==> src/rtl/anabellek_denetleyici.sv <==
// Main-memory controller: arbitrates I-cache and D-cache block requests
// onto the shared 32-bit iomem port, four beats per block.
module anabellek_denetleyici #(
    parameter int OBEK_KELIME = 4,
    parameter int ADRES_BIT   = 32
) (
    input  logic                      clk_i,
    input  logic                      rst_i,
    input  logic                      bbellek_istek_i,
    input  logic [ADRES_BIT-1:0]      bbellek_adres_i,
    input  logic                      vbellek_istek_i,
    input  logic                      vbellek_yaz_i,
    input  logic [ADRES_BIT-1:0]      vbellek_adres_i,
    input  logic [32*OBEK_KELIME-1:0] vbellek_obek_i,
    input  logic                      iomem_ready_i,
    input  logic [31:0]               iomem_rdata_i,
    output logic                      iomem_valid_o,
    output logic [ADRES_BIT-1:0]      iomem_addr_o,
    output logic [31:0]               iomem_wdata_o,
    output logic [3:0]                iomem_wstrb_o,
    output logic                      musait_o,
    output logic [32*OBEK_KELIME-1:0] obek_o,
    output logic                      bbellek_hazir_o,
    output logic                      vbellek_hazir_o
);

    localparam int SB = $clog2(OBEK_KELIME);
    localparam logic [SB-1:0] SON_KELIME = SB'(OBEK_KELIME - 1);

    typedef enum logic [1:0] {
        BOSTA,
        BEKLE,
        ARA,
        BITTI
    } durum_t;

    durum_t                    r_durum;
    durum_t                    w_sonraki;
    logic                      r_sahip;
    logic                      r_yaz;
    logic                      r_son;
    logic [ADRES_BIT-1:0]      r_taban;
    logic [32*OBEK_KELIME-1:0] r_veri;
    logic [32*OBEK_KELIME-1:0] r_obek;
    logic [SB-1:0]             r_sayac;

    logic                      w_istek;
    logic                      w_sec_v;
    logic [ADRES_BIT-1:0]      w_adres;
    logic [ADRES_BIT-1:0]      w_ofs;
    logic [31:0]               w_kelime;

    // r_son = 1 when the data cache was granted last; a tie goes to the other side
    assign w_istek  = bbellek_istek_i | vbellek_istek_i;
    assign w_sec_v  = vbellek_istek_i & (~bbellek_istek_i | ~r_son);
    assign w_adres  = w_sec_v ? vbellek_adres_i : bbellek_adres_i;
    assign w_ofs    = ADRES_BIT'({r_sayac, 2'b00});
    assign w_kelime = r_veri[{r_sayac, 5'b00000} +: 32];
    assign obek_o   = r_obek;

    always_ff @(posedge clk_i) begin
        if (rst_i) begin
            r_durum <= BOSTA;
            r_sahip <= 1'b0;
            r_yaz   <= 1'b0;
            r_son   <= 1'b0;
            r_taban <= '0;
            r_veri  <= '0;
            r_obek  <= '0;
            r_sayac <= '0;
        end else begin
            r_durum <= w_sonraki;
            unique case (r_durum)
                BOSTA: begin
                    if (w_istek) begin
                        r_sahip <= w_sec_v;
                        r_yaz   <= w_sec_v & vbellek_yaz_i;
                        r_taban <= w_adres & ~ADRES_BIT'(15);
                        r_veri  <= vbellek_obek_i;
                        r_sayac <= '0;
                    end
                end
                BEKLE: begin
                    if (iomem_ready_i) begin
                        if (!r_yaz) begin
                            r_obek[{r_sayac, 5'b00000} +: 32] <= iomem_rdata_i;
                        end
                        if (r_sayac != SON_KELIME) begin
                            r_sayac <= r_sayac + 1'b1;
                        end
                    end
                end
                ARA: begin
                end
                BITTI: begin
                    r_son <= r_sahip;
                end
                default: begin
                end
            endcase
        end
    end

    always_comb begin
        w_sonraki       = r_durum;
        iomem_valid_o   = 1'b0;
        iomem_addr_o    = '0;
        iomem_wdata_o   = '0;
        iomem_wstrb_o   = 4'h0;
        musait_o        = 1'b0;
        bbellek_hazir_o = 1'b0;
        vbellek_hazir_o = 1'b0;
        unique case (r_durum)
            BOSTA: begin
                musait_o = 1'b1;
                if (w_istek) begin
                    w_sonraki = BEKLE;
                end
            end
            BEKLE: begin
                iomem_valid_o = 1'b1;
                iomem_addr_o  = r_taban + w_ofs;
                if (r_yaz) begin
                    iomem_wstrb_o = 4'hF;
                    iomem_wdata_o = w_kelime;
                end
                if (iomem_ready_i) begin
                    w_sonraki = (r_sayac == SON_KELIME) ? BITTI : ARA;
                end
            end
            ARA: begin
                w_sonraki = BEKLE;
            end
            BITTI: begin
                bbellek_hazir_o = ~r_sahip;
                vbellek_hazir_o = r_sahip;
                w_sonraki       = BOSTA;
            end
            default: begin
                w_sonraki = BOSTA;
            end
        endcase
    end

endmodule
==> config.mk <==
export PLATFORM = sky130hd
export DESIGN_NAME = anabellek_denetleyici
export DESIGN_NICKNAME = d
export VERILOG_FILES = /design/src/rtl/anabellek_denetleyici.sv
export SDC_FILE = /design/constraint.sdc
export NUM_CORES = 1
export LEC_CHECK = 0
export ABC_AREA = 0
export BUFFER_PORTS_ARGS = -buffer_cell sky130_fd_sc_hd__buf_2
export CAP_MARGIN = 20
export CORE_UTILIZATION = 45
export CTS_CLUSTER_SIZE = 8
export DETAILED_ROUTE_END_ITERATION = 10
export GPL_TIMING_DRIVEN = 0
export PLACE_DENSITY = 0.69
export SLEW_MARGIN = 10
export SYNTH_ARGS = -nofsm -noshare
export SYNTH_HDL_FRONTEND = slang
export SYNTH_SLANG_ARGS = --single-unit
==> constraint.sdc <==
create_clock -name clk_i -period 5.57 [get_ports clk_i]
set_clock_uncertainty 0.05 [all_clocks]
set_input_delay 1.114 -clock clk_i [delete_from_list [all_inputs] [get_ports clk_i]]
set_output_delay 1.114 -clock clk_i [all_outputs]
set_load 0.005 [all_outputs]
# Word-level counts from Yosys, hierarchy flattened
# Index checks and enable logic that the tools add are counted.
# classes
mux	19
add_sub_neg	3
n_eq_ne	8
n_shift	3
n_reduce_logical	6
bitwise	8
# op_table
operator	count
$bwmux W128	1
$mux W32	4
$shift A32 B9 Y128 const A	1
$shiftx A128 B8 Y32	1
$shiftx A32 B9 Y128	1
$add A32 B4 Y32	1
$mux W2	5
$neg A7 Y9	1
$mux W4	2
$ne A2 B2 Y1 const B	4
$pmux W2 S4	1
$eq A2 B2 Y1 const B	3
$mux W1	5
$not A1 Y1	4
$pmux W2 S2	1
$reduce_and A2 Y1	2
$reduce_and A4 Y1	1
$reduce_and A3 Y1	1
$add A2 B1 Y2 const B	1
$and A1 B1 Y1	2
$eq A2 B1 Y1 const B	1
$logic_not A2 Y1	1
$or A1 B1 Y1	2
$reduce_bool A2 Y1	1
# word_totals
input_bits	230
register_bits	291
output_inout_bits	200

# Longest topological paths before layout
# depth
word_depth	4
ltp_mapped	10
ltp_nobuf	5

# Worst setup path after synthesis
# Ideal clock, no wire load.
# synth_path
kind	reg2out
start	register r_sayac[0]
end	output port iomem_wdata_o[10]
slack_ps	2907
t_arrival_ps	1499
n_path_buf	2
stages_incl_launch_ff	5
path_cell_list	dfxtp_1 buf_4 buf_4 mux4_2 and3_1
# synth_between
elab_chain_len	3
# synth_lines
item	line_no	source
from (decl)	45	logic [SB-1:0] r_sayac;
from (signal assigned)	89	r_sayac <= r_sayac + 1'b1;
$shiftx A128 B8 Y32	58	assign w_kelime = r_veri[{r_sayac, 5'b00000} +: 32];
$mux W32	123	if (r_yaz) begin
$mux W32	113	unique case (r_durum)
to (decl)	19	output logic [31:0] iomem_wdata_o,
# No other way between the ends.

# Worst setup path after layout
# layout_path
start	register r_durum[0]
end	output port iomem_wdata_o[13]
# layout_between
elab_chain_len	2
# layout_lines
item	line_no	source
from (decl)	37	durum_t r_durum;
from (signal assigned)	72	r_durum <= w_sonraki;
$eq A2 B1 Y1	113	
$mux W32	113	
# No other way between the ends.

==> results.json <==
{
  "grt_setup_unrepaired": "false",
  "drt_iter0_drc": 1159,
  "ys_types": 40,
  "yosys_warnings": 0,
  "crit_chain": "nor2b_1, clkbuf_1, clkbuf_1, and3_1, buf_2",
  "hold_class": "reg2reg",
  "cts_max_path_buffers": 3,
  "die-area_mm2": 0.0301,
  "path_common_cell": "clkbuf_1",
  "synthTopCellsByCount": "291 x dfxtp_1, 250 x o21ai_0, 188 x nand2_1, 142 x a21oi_1, 128 x nand4_1",
  "synth_seq_cells": 291,
  "worst_slew_pin_slew_ns": 0.854,
  "worstSetupPathType": "reg2out",
  "syn_area_mm2": 0.0132,
  "postCtsSetupBuffers": 0,
  "core-area_mm2": 0.0289,
  "synth_cells": 1534,
  "grt_start_max_net_pins": 12,
  "pin_count": 430,
  "critPathSlowestCell": "clkbuf_1",
  "grt_overflow_total": 0,
  "synth_top_area_share_pct": 44.0,
  "slew_viol_final": 0,
  "finalSetupViolCount": 0,
  "p_leak_nw": 7.20,
  "numCtsBuffers": 42,
  "viasPerCell": 5.82,
  "vias": 13900,
  "yosys.area.top_type": "dfxtp_1",
  "clk_pin_slew_ns": 0.05,
  "finalHoldViolations": 0,
  "portBuffers": 419,
  "hpwlAfterDp_um": 37300,
  "grt_pass1_vias": 13200,
  "gp_congestion": 0.925,
  "final-seq-area_mm2": 0.00583,
  "cp_data_arrival_time_ns": 2.50,
  "cts_root_buf": "clkbuf_16",
  "post_drt_wl_per_cell_um": 20.7,
  "synthTopCellsByArea": "dfxtp_1 44%, o21ai_0 9.5%, nand4_1 6.0%",
  "cts_hold_buf": 0,
  "status": "finished clean",
  "cellPowerDensity_mw_per_mm2": 310,
  "cap_violations": 0,
  "syn_to_final_growth_pct": 28.0,
  "multi_input_area_mm2": 0.00641,
  "cts_htree_levels": 2,
  "fill_cells": 2696,
  "slowest_delay_ns": 0.47,
  "clock_sinks": 291,
  "clkLatencyLatePin_ns": 0.52,
  "antenna_found_initial": 1,
  "cts_tree": "built",
  "irDropWorstVdd_v": 0.000184,
  "ctsResizeCount": 0,
  "die_w_um": 174,
  "fmax_mhz": 273,
  "die_y_um": 174,
  "first_pass_iters": 5,
  "drc": 0,
  "synth_edf_count": 0,
  "path_buf_inv": 3,
  "cp-end-kind": "output port",
  "ant_nets": 0,
  "yosysSeqAreaShare_pct": 44.0,
  "routed_wl_um": 49300,
  "relSlewSlack_pct": 42.9,
  "cp_max_fo": 10,
  "cp-start-kind": "flip-flop",
  "ys.flop_type": "dfxtp_1",
  "utilization_pct": 58.7,
  "initial_utilization_pct": 45.9,
  "rows": 62,
  "nNetsFinal": 2234,
  "fin_crit_sh_pct": 65.8,
  "grt_pass1_wl_um": 75400,
  "synthArstFlopShare_pct": 0,
  "synth.avg_cell_area_um2": 8.63,
  "min_period_ns": 3.66,
  "cpLargestDelayFamily": "buffers and inverters",
  "synth_most_common_cell": "dfxtp_1",
  "required_ns": 4.41,
  "drive_above_1_share_pct": 32.2,
  "grtUsageTotal_pct": 31.9,
  "fin_tns_setup_ns": 0
}
==> where the power goes <==
part / total (W) / internal (W) / leakage [nW] / switching, W
registers: 0.00226 / 0.00220 / 2.38 / 0.0000637
clock network: 0.00225 / 0.00136 / 0.544 / 0.000895
logic: 0.000740 / 0.000291 / 4.28 / 0.000449
==> placed cells by master, fill, tap and decap left out, types with 34 or more instances in the layout <==
master	count
nand4_1	128
nand3_1	79
clkbuf_16	43
buf_2	464
nand2_1	188
and3_1	34
and2_1	34
nand3_2	50
a21oi_1	142
dfxtp_1	291
clkbuf_1	113
o21ai_0	250
==> state kept, by name, summed over array words and instances (netlist names) <==
register,count
r_taban,28
r_durum,2
r_sayac,2
r_sahip,1
r_yaz,1
obek_o,128
r_son,1
r_veri,128
==> metrics by stage <==
step                      setup slack (ns)  hold WS (ns)  area (um2)  power, W  instances
after floorplan                       2.91         0.395       13200   0.00273       1535
after CTS                             1.86         0.396       16900   0.00525       2384
after global routing                  1.78         0.422       16900   0.00543       2384
after detailed placement              2.34         0.389       15800   0.00303       2338
final                                 1.91         0.395       16900   0.00525       2386
after global placement                2.32         0.387       15800   0.00301       2338
==> routing by layer <==
layer,global-route usage [%],routed length [um]
met1,41.6,20100
met2,51.7,22800
met3,5.66,4380
met4,13.9,2060
met5,0,0
==> final cells by class <==
class | instances | area share, %
antenna | 2 | 0.0295
buffer | 186 | 5.78
clock buffer | 43 | 6.35
clock inverter | 3 | 0.236
inverter | 6 | 0.162
multi-input combinational | 1052 | 37.8
sequential | 291 | 34.4
tap | 384 | 2.84
timing repair buffer | 419 | 12.4
==> tightest hold or removal path, delay by kind of cell (launching register included) <==
kind	cells	cell delay (ns)
flip-flops	1	0.30
AO/OA/AOI/OAI	1	0.05
AND/OR/NAND/NOR	1	0.05
==> worst paths after layout <==
check | depth (start not counted) | slack [ns] | to | start
max | 5 | 1.91 | iomem_wdata_o[13] | r_durum[0]
min | 2 | 0.39 | obek_o[71] | obek_o[71]
max reg2reg | 9 | 2.21 | obek_o[126] | r_sayac[1]
min reg2reg | 2 | 0.39 | obek_o[71] | obek_o[71]
==> kinds of logic after synthesis <==
| kind of cell | Yosys count | synth area share (%) |
|---|---|---|
| buffers and inverters | 192 | 7.60 |
| AO/OA/AOI/OAI | 453 | 18.6 |
| multiplexers | 32 | 5.44 |
| other | 1 | 0.0283 |
| AND/OR/NAND/NOR | 559 | 23.8 |
| flip-flops | 291 | 44.0 |
| adder cells (fa/ha/maj) | 6 | 0.567 |
(Power assumes the default switching activity.)
